## src/rtl/stage_sequencer.sv

```systemverilog
// stage_sequencer: one-hot six-stage instruction-cycle controller.
// It skips the optional READ and MEMORY stages, waits on the bus handshakes,
// and aborts an instruction on a trap or a bus watchdog timeout.
// It also counts retired instructions.
module stage_sequencer #(
  parameter int unsigned WAIT_TIMEOUT = 255,
  parameter int unsigned RETIRE_W     = 32
) (
  input  logic                clk,
  input  logic                reset_n,
  input  logic [5:0]          stage_enabled,
  input  logic                fetch_ack,
  input  logic                mem_ack,
  input  logic                trap,
  output logic [5:0]          stage_active,
  output logic                fetch_req,
  output logic                mem_req,
  output logic                instr_retired,
  output logic                trap_taken,
  output logic                bus_timeout,
  output logic [RETIRE_W-1:0] retire_count
);

  typedef enum logic [5:0] {
    S_FETCH   = 6'b000001,
    S_DECODE  = 6'b000010,
    S_READ    = 6'b000100,
    S_EXECUTE = 6'b001000,
    S_MEMORY  = 6'b010000,
    S_WB      = 6'b100000
  } stage_e;

  localparam int unsigned CNT_W = (WAIT_TIMEOUT == 0) ? 1 : $clog2(WAIT_TIMEOUT + 1);
  localparam logic [CNT_W-1:0] CNT_LAST = CNT_W'(WAIT_TIMEOUT - 1);
  localparam logic [CNT_W-1:0] CNT_MAX  = '1;
  localparam logic [5:0]       EN_FORCE = 6'b101011;

  stage_e               state_q, state_d;
  logic [5:0]           en_q, en_d;
  logic [CNT_W-1:0]     wait_q, wait_d, wait_inc;
  logic                 armed_q;
  logic                 retire_d, trap_d, tmo_d, tmo_hit;
  logic                 retired_q, trap_q, tmo_q;
  logic [RETIRE_W-1:0]  retire_cnt_q;

  // Only the MEMORY enable steers sequencing; the other bits are forced or read live.
  logic unused_en;
  assign unused_en = ^{en_q[5], en_q[3:0]};

  assign wait_inc = (wait_q == CNT_MAX) ? wait_q : wait_q + 1'b1;
  assign tmo_hit  = (WAIT_TIMEOUT != 0) && (wait_q == CNT_LAST);

  // Next-stage selection, watchdog counting and abort/retire pulse requests.
  always_comb begin
    state_d  = state_q;
    en_d     = en_q;
    wait_d   = '0;
    retire_d = 1'b0;
    trap_d   = 1'b0;
    tmo_d    = 1'b0;
    case (state_q)
      S_FETCH: begin
        if (fetch_ack) begin
          state_d = S_DECODE;
        end else if (tmo_hit) begin
          state_d = S_FETCH;
          tmo_d   = 1'b1;
        end else begin
          wait_d = wait_inc;
        end
      end
      S_DECODE: begin
        en_d    = stage_enabled | EN_FORCE;
        state_d = stage_enabled[2] ? S_READ : S_EXECUTE;
      end
      S_READ:    state_d = S_EXECUTE;
      S_EXECUTE: state_d = en_q[4] ? S_MEMORY : S_WB;
      S_MEMORY: begin
        if (mem_ack) begin
          state_d = S_WB;
        end else if (tmo_hit) begin
          state_d = S_FETCH;
          tmo_d   = 1'b1;
        end else begin
          wait_d = wait_inc;
        end
      end
      S_WB: begin
        state_d  = S_FETCH;
        retire_d = armed_q;
      end
      default: state_d = S_FETCH;
    endcase
    // A trap overrides any ack or timeout, except in WRITE_BACK where the instruction retires.
    if (trap && (state_q inside {S_FETCH, S_DECODE, S_READ, S_EXECUTE, S_MEMORY})) begin
      state_d = S_FETCH;
      trap_d  = 1'b1;
      tmo_d   = 1'b0;
      wait_d  = '0;
    end
  end

  // State register; reset parks in WRITE_BACK so the first edge enters FETCH.
  always_ff @(posedge clk or negedge reset_n) begin
    if (!reset_n) begin
      state_q <= S_WB;
    end else begin
      state_q <= state_d;
    end
  end

  // Enable mask, watchdog, pulse outputs and retire counter.
  always_ff @(posedge clk or negedge reset_n) begin
    if (!reset_n) begin
      en_q         <= '0;
      wait_q       <= '0;
      armed_q      <= 1'b0;
      retired_q    <= 1'b0;
      trap_q       <= 1'b0;
      tmo_q        <= 1'b0;
      retire_cnt_q <= '0;
    end else begin
      en_q      <= en_d;
      wait_q    <= wait_d;
      armed_q   <= 1'b1;
      retired_q <= retire_d;
      trap_q    <= trap_d;
      tmo_q     <= tmo_d;
      if (retire_d) begin
        retire_cnt_q <= retire_cnt_q + 1'b1;
      end
    end
  end

  assign stage_active  = state_q;
  assign fetch_req     = state_q[0];
  assign mem_req       = state_q[4];
  assign instr_retired = retired_q;
  assign trap_taken    = trap_q;
  assign bus_timeout   = tmo_q;
  assign retire_count  = retire_cnt_q;

endmodule

```

## config.mk

```make
export PLATFORM = sky130hd
export DESIGN_NAME = stage_sequencer
export DESIGN_NICKNAME = d
export VERILOG_FILES = /design/src/rtl/stage_sequencer.sv
export SDC_FILE = /design/constraint.sdc
export NUM_CORES = 1
export LEC_CHECK = 0
export CORE_AREA = 2 2 68 70
export DETAILED_ROUTE_END_ITERATION = 8
export DIE_AREA = 0 0 70 72
export DONT_BUFFER_PORTS = 1
export GPL_ROUTABILITY_DRIVEN = 0
export HOLD_SLACK_MARGIN = 0.15
export PLACE_DENSITY = 0.78
export SYNTH_ARGS = -nofsm -noshare
export SYNTH_HDL_FRONTEND = slang
export SYNTH_SLANG_ARGS = --single-unit
```

## constraint.sdc

```tcl
create_clock -name clk -period 2.11 [get_ports clk]
set_clock_uncertainty 0.1 [all_clocks]
set_input_delay 0.422 -clock clk [delete_from_list [all_inputs] [get_ports clk]]
set_output_delay 0.422 -clock clk [all_outputs]
set_load 0.005 [all_outputs]
```

**Word level (Yosys, flattened, before mapping)**

Cells that the tools add are included.

- Flip-flop bits (word level): 55
- Input port bits: 11
- Output and inout bits: 43

- Add/subtract/negate cells: 2
- Equal/unequal tests: 8
- Mux-type cells: 20
- Reductions and logical operators: 2

Operators by type and width:

| operator | count |
|---|---|
| 2-to-1 mux 8 bit | 5 |
| adder 32 x 1 -> 32 bit, second input constant | 1 |
| 2-to-1 mux 6 bit | 5 |
| case mux 6 bit (5 select lines) | 1 |
| == test 8 bit, second input constant | 2 |
| case mux 8 bit (2 select lines) | 1 |
| adder 8 x 1 -> 8 bit, second input constant | 1 |
| == test 6 x 1 -> 1 bit, second input constant | 1 |
| == test 6 x 2 -> 1 bit, second input constant | 1 |
| == test 6 x 3 -> 1 bit, second input constant | 1 |
| == test 6 x 4 -> 1 bit, second input constant | 1 |
| == test 6 x 5 -> 1 bit, second input constant | 1 |
| == test 6 bit, second input constant | 1 |
| 2-to-1 mux 1 bit | 6 |
| nonzero test 5 bit | 1 |
| 2-to-1 mux 4 bit | 1 |
| case mux 1 bit (2 select lines) | 1 |
| logical AND 1 bit | 1 |

**Logic depth before layout (Yosys ltp)**

Gate-level depths: netlist of the first run.

- Depth in word-level cells: 6
- Gate-level depth with buffers: 6

**Worst setup path before layout of the first run**

OpenSTA, ideal clock, no wires.

- Path kind: register -> register
- From: register state_q[0] (netlist: stage_active[0])
- To: register wait_q[3]
- Arrival: 1.669 ns
- Required time: 1.899 ns
- Setup slack: 0.230 ns
- Cell stages (with the launch flop): 5
- Buffers on the path: 0
- Period minus slack after synthesis: 1.880 ns
- Cells stage by stage: dfrtp_1 > or4_4 > nor4b_4 > nor2_1 > a2111oi_2

- Word-level cells in the longest chain between the ends: 4
- Elaborated cells on any way between the ends: 9

RTL lines:

| what | RTL line | RTL |
|---|---|---|
| start: declaration | 38 | `stage_e state_q, state_d;` |
| start signal: assignment | 108 | `state_q <= state_d;` |
| == test 6 x 1 -> 1 bit, or another cell as far along | 61, 95 |  |
| nonzero test 5 bit | 95 | `if (trap && (state_q inside {S_FETCH, S_DECODE, S_READ, S_EXECUTE, S_MEMORY})) begin` |
| logical AND 1 bit | 95 |  |
| 2-to-1 mux 8 bit * | 95 |  |
| net wait_d[3] | 40 | `logic [CNT_W-1:0] wait_q, wait_d, wait_inc;` |
| end signal: assignment | 124 | `wait_q <= wait_d;` |
| end: declaration | 40 |  |

The timed path passes the listed nets; every way through them passes the cells marked *.
A chain may end at the register's enable or synchronous reset.

**Worst setup path after layout of the first run**

- From: register state_q[3] (netlist: stage_active[3])
- To: register wait_q[2]

The elaborated chain is that of the path after synthesis.

==> results.json, run 1 <==
{
  "final.setup.tns_ns": 0,
  "ys_warn_count": 0,
  "synth_top_family_by_area": "simple AND/OR/NAND/NOR gates",
  "drt-initial-drc-count": 139,
  "numCtsBuffers": 5,
  "num_rows": 24,
  "synth-compound-area-share_pct": 5.64,
  "crit_type": "flop to flop",
  "synth_area_leaders": "dfrtp_1 50%, xor2_1 8.7%, nor4_1 4.0%",
  "total_power_mw": 1.75,
  "synth_nets": 251,
  "synthToLayoutAreaGrowth_pct": 12.2,
  "register_area_sq_um": 1280,
  "root_buffer": "clkbuf_8",
  "antenna_found_initial": 0,
  "initial_core_util_pct": 58.8,
  "status": "finished clean",
  "avgSynthCellArea_sq_um": 10.6,
  "setup_viol": 0,
  "num_io_pins": 54,
  "synth_top_area_cell": "dfrtp_1",
  "wl_per_cell_microns": 16.3,
  "crit_required_ns": 2.22,
  "crit_slowest_cell": "or4_4",
  "pwr-share-comb_pct": 10.5,
  "path_cells": "or4_4 > nor4b_4 > o21ai_2 > nor4_1",
  "syn-cell-area_sq_um": 2510,
  "hold_ws_ns": 0.161,
  "synthFlopType": "dfrtp_1",
  "core_sq_um": 4260,
  "grt-ovfl-total": 0,
  "synthXorXnorAreaFrac_pct": 12.2,
  "avgViaCountPerCell": 6.03,
  "yosys.area.top_type_share_pct": 49.9,
  "cellInternalPower_mw": 1.32,
  "cts_tree": "yes",
  "crit_family": "simple AND/OR/NAND/NOR gates",
  "layout.cells.non_filler": 305,
  "n_antenna_cell": 0,
  "synth_edf_count": 0,
  "synth_fa_ha_area_share_pct": 1.50,
  "grt_pass1_vias": 1819,
  "p_clk_share_pct": 30.6,
  "drive_gt1_share_pct": 15.4,
  "fp.dieH_microns": 72,
  "dieArea_sq_um": 5040,
  "slew_violations": 0,
  "min_path_type": "input port to flop",
  "port_buffers": 0,
  "wl_microns": 4960,
  "multiInputGateArea_sq_um": 1220,
  "slowest_delay_ns": 0.55,
  "cts.sinks": 51,
  "drc": 0,
  "timing.max_cap.violations": 0,
  "crit_buf_inv": 0,
  "async_reset_ff_share_pct": 100,
  "final_cell_mix": "50 x dfrtp_1, 25 x xor2_1, 20 x nand2_1, 15 x nor3_1, 14 x nand3_1",
  "path_max_fanout": 7,
  "cp-end-kind": "flop",
  "switching_share_pct": 24.5,
  "insertion_delay_ns": 0.30,
  "grt_start_max_net_pins": 52,
  "finalWorstPathRequiredPeriod_ns": 1.97,
  "nFillCells": 309,
  "seq_area_frac_synth_pct": 51.0,
  "worstSetupStartpointType": "flop",
  "antenna_left": 0,
  "seqPwrFrac_pct": 58.9,
  "dpl.hpwl_microns": 3460,
  "yosys_register_bits": 51,
  "final_common_cell": "dfrtp_1",
  "grt_pass1_wl_microns": 8580,
  "cts.clk_slew.worst_paths_ns": 0.09,
  "power_density_nw_per_um2": 623,
  "critPathArrivalTime_ns": 2.08,
  "peakVddDrop_mv": 0.310,
  "ys_types": 41,
  "syn_inst": 237,
  "htree_num_levels": 2,
  "finalCritPeriodShare_pct": 93.6,
  "dieWidth_microns": 70,
  "vias": 1840,
  "final_nets": 266,
  "p_leak_nw": 1.30,
  "hold_violations": 0,
  "timing.fmax_mhz": 506,
  "dp_cells": 293,
  "muxShareOfSynthArea_pct": 1.35,
  "track_usage_pct": 21.0,
  "firstDrtPassIters": 4,
  "net-switching-power_mw": 0.429,
  "synth-simple-area-share_pct": 25.7,
  "clockBufferDepth": 2
}
-- kinds of logic after synthesis --
group / count (synthesis)
other: 1
DFF: 51
AOI/OAI and AO/OA: 17
and+or+nand+nor: 113
buffers and inverters: 14
adders and majority gates: 3
xor gates and xnor gates: 35
muxes: 3
-- Yosys cell counts (all sizes together), types with 5 or more instances --
master,number
nand4,8
dfrtp,50
nor4,16
nand2,20
and4,7
xnor2,10
inv,6
nor3,15
clkbuf,5
nor2,12
and3,8
nand3,14
xor2,25
-- sequential cells by signal, indices dropped and copies added, names as in the netlist --
signal         flops
armed_q            1
bus_timeout        1
en_q               1
instr_retired      1
retire_count      32
stage_active       6
trap_taken         1
wait_q             8
-- metrics by stage --
| step | utilization (%) | instance area [sq um] | setup WS [ns] |
|---|---|---|---|
| detailed placement | 61.5 | 2620 | 0.0173 |
| floorplan | - | 2510 | 0.230 |
| CTS | 64.5 | 2750 | -0.0110 |
| finish | 65.9 | 2810 | 0.136 |
| global route | 65.9 | 2810 | -0.0383 |
| global placement | 61.5 | 2620 | 0.0653 |
-- worst paths after layout --
kind	startpoint	endpoint	slack (ns)	cells past startpoint
min in group asynchronous	reset_n	retire_count[26]$_DFFE_PN0P_	0.56	2
min reg2reg	retire_count[31]$_DFFE_PN0P_	retire_count[31]$_DFFE_PN0P_	0.39	1
max	stage_active[3]$_DFF_PN0_	wait_q[2]$_DFF_PN0_	0.14	4
max in group asynchronous	reset_n	stage_active[5]$_DFF_PN1_	1.08	2
max reg2reg	stage_active[3]$_DFF_PN0_	wait_q[2]$_DFF_PN0_	0.14	4
min	trap	stage_active[0]$_DFF_PN0_	0.16	2
-- layer usage --
layer  share of wire [%]  vias up  routed length (microns)  track usage (%)
li1                    -      883                        -                -
met2                  48       54                     2400             34.1
met4                 1.2        0                       61             6.41
met5                   0        -                        0                0
met1                  45      897                     2240             27.3
met3                 5.4        6                      266             6.53
-- power by group through the flow --
stage	logic [mW]	clock network, mW	registers, mW
2_1_floorplan	0.101	0	1.05
3_3_place_gp	0.150	0	1.05
3_5_place_dp	0.155	0	1.05
4_1_cts	0.183	0.541	1.03
5_1_grt	0.211	0.576	1.04
6_report	0.185	0.536	1.03
-- repair_timing --
| action | 4_1_cts | 5_1_grt |
|---|---|---|
| hold buffers | 3 | 0 |
| hold endpoints to repair | 52 | 0 |
| buffers inserted | 0 | 1 |
| setup endpoints to repair | 1 | 17 |
| resized for setup | 0 | 9 |
| cloned | 0 | 0 |
-- cell type report --
cell class | count | area share, %
inverter | 6 | 0.801
multi-input combinational | 172 | 43.4
tap | 52 | 2.31
sequential | 51 | 45.4
clock buffer | 8 | 2.85
timing repair buffer | 16 | 5.16
Note: power is estimated with default switching activity, not from simulation.
==> inputs of run 2 (changes only) <==
- CORE_AREA: 2 2 68 70 -> 2 2 78 80
- CTS_CLUSTER_DIAMETER: default -> 80
- DIE_AREA: 0 0 70 72 -> 0 0 80 82
- PLACE_DENSITY: 0.78 -> 0.65
- clock period: 2.11 -> 1.66 ns (I/O delays scaled with it)
==> run 2 against run 1 <==
Compared with the run above:
- the run now ends with negative setup slack left
- fmax grew 0.63%
- clock-buffer cell count shrank 1
- die area rose by 30%
- first-iteration DRC count decreased by 52%
- critical path depth rose by 1
- hold slack improved by 0.0042 ns
- routed wire length up 23%
- sequential cell count unchanged
- sequential power grew 27%
- critical path type unchanged
- largest cell class is now multi-input combinational cells
- largest power group unchanged
==> results.json, run 2 (same netlist as run 1, synthesis figures left out) <==
{
  "status": "finished, violations left",
  "violations": "negative setup slack",
  "avgViaCountPerCell": 5.45,
  "fp.dieH_microns": 82,
  "grt_pass1_wl_microns": 10100,
  "htree_num_levels": 2,
  "fin_ws_ns": -0.302,
  "net-switching-power_mw": 0.610,
  "timing.fmax_mhz": 510,
  "finalWorstPathRequiredPeriod_ns": 1.96,
  "final_cell_mix": "59 x buf_4, 47 x dfrtp_1, 25 x xor2_1, 19 x nand2_1, 14 x nand3_1",
  "num_rows": 28,
  "synthToLayoutAreaGrowth_pct": 40.5,
  "wl_microns": 6100,
  "r2r_slack_ns": -0.30,
  "antenna_found_initial": 0,
  "cts.clk_slew.worst_paths_ns": 0.09,
  "final_nets": 324,
  "finalCritPeriodShare_pct": 118,
  "cts_tree": "yes",
  "cp-end-kind": "flop",
  "antenna_left": 0,
  "crit_required_ns": 1.76,
  "power_density_nw_per_um2": 675,
  "slew_violations": 0,
  "final_common_cell": "buf_4",
  "grt_start_max_net_pins": 52,
  "path_max_fanout": 4,
  "dpl.hpwl_microns": 4040,
  "pwr-share-comb_pct": 15.4,
  "num_io_pins": 54,
  "place_ws_ns": -0.291,
  "insertion_delay_ns": 0.30,
  "cts.sinks": 51,
  "final_util_pct": 61.3,
  "core_sq_um": 5750,
  "busiest_layer": "met2",
  "nFillCells": 499,
  "drive_gt1_share_pct": 39.9,
  "crit_type": "flop to flop",
  "total_power_mw": 2.38,
  "critPathArrivalTime_ns": 2.06,
  "layout.cells.non_filler": 386,
  "worstSetupStartpointType": "flop",
  "port_buffers": 0,
  "hold_violations": 0,
  "grt_use_met1_pct": 23.0,
  "use_met3_pct": 5.05,
  "use_met2_pct": 35.5,
  "fin_area_sq_um": 3520,
  "peakVddDrop_mv": 0.475,
  "vias": 2104,
  "dieWidth_microns": 80,
  "drc": 0,
  "rsz0062_at_grt": "true",
  "cellInternalPower_mw": 1.77,
  "clockBufferDepth": 2,
  "grt_pass1_vias": 2169,
  "switching_share_pct": 25.7,
  "n_antenna_cell": 0,
  "root_buffer": "clkbuf_8",
  "initial_core_util_pct": 43.6,
  "wl_per_cell_microns": 15.8,
  "p_clk_share_pct": 29.3,
  "numCtsBuffers": 5,
  "p_leak_nw": 1.65,
  "seqPwrFrac_pct": 55.3,
  "dp_cells": 362,
  "drt-initial-drc-count": 67,
  "track_usage_pct": 19.7,
  "min_path_type": "input port to flop",
  "firstDrtPassIters": 4,
  "placed_cell_area_sq_um": 3040,
  "setup_viol": 45,
  "grt-ovfl-total": 0,
  "largest_register_ffs": 32,
  "timing.max_cap.violations": 0,
  "dieArea_sq_um": 6560
}
==> run 2: cell types whose count changed in the layout (fill, tap and decap cells not counted), sizes merged <==
cell | previous run | this run
dlygate4sd3 | 2 | 6
buf | 14 | 68
clkbuf | 8 | 7
clkinv | 0 | 1
==> run 2: metal layers <==
| metal | wire [microns] | vias up |
|---|---|---|
| met1 | 2590 | 1053 |
| met4 | 61 | 0 |
| met3 | 269 | 5 |
| met5 | 0 | - |
| li1 | - | 1001 |
| met2 | 3180 | 45 |
==> run 2: final timing paths <==
path | from | end | depth (start not counted)
max | stage_active[0]$_DFF_PN0_ | retire_count[1]$_DFFE_PN0P_ | 5
min | trap | stage_active[0]$_DFF_PN0_ | 3
max reg2reg | stage_active[0]$_DFF_PN0_ | retire_count[1]$_DFFE_PN0P_ | 5
min reg2reg | retire_count[31]$_DFFE_PN0P_ | retire_count[31]$_DFFE_PN0P_ | 1
max in group asynchronous | reset_n | stage_active[5]$_DFF_PN1_ | 2
min in group asynchronous | reset_n | retire_count[26]$_DFFE_PN0P_ | 2
==> run 2: power groups by stage <==
stage               clock (mW)  sequential [mW]  combinational [mW]
floorplan                    0             1.33               0.128
CTS                      0.722             1.31               0.315
detailed placement           0             1.34               0.235
global placement             0             1.33               0.231
finish                   0.696             1.31               0.367
global route             0.767             1.32               0.400
==> run 2: critical path, stage by stage, from the launching register on <==
cell	delay (ns)
dfrtp_2	0.44
or4_4	0.56
buf_4	0.16
buf_6	0.12
nor2_4	0.16
mux2_4	0.31
==> run 2: repair_timing <==
item / in CTS / in global routing
gates resized for setup: 31 / 18
hold buffers: 7 / 0
setup buffers: 4 / 6
hold endpoints to repair: 55 / 0
pin swaps: 9 / 8
setup endpoints to repair: 45 / 48
==> run 2: per-stage QoR <==
| step | hold slack, ns | setup TNS [ns] |
|---|---|---|
| 4_1_cts | 0.187 | -6.16 |
| 3_5_place_dp | -0.0625 | -8.37 |
| 6_report | 0.165 | -7.03 |
| 3_3_place_gp | -0.0625 | -6.51 |
| 2_1_floorplan | -0.0636 | -4.96 |
| 5_1_grt | 0.159 | -11.67 |
==> run 2: area by class of cell <==
cell class | count | area, sq um | share of cell area [%]
Multi-Input combinational cell | 172 | 1410 | 40.1
Tap cell | 75 | 93.8 | 2.67
Sequential cell | 51 | 1280 | 36.4
Inverter | 6 | 22.5 | 0.640
Clock buffer | 7 | 76.3 | 2.17
Timing Repair Buffer | 74 | 629 | 17.9
Clock inverter | 1 | 5.00 | 0.142
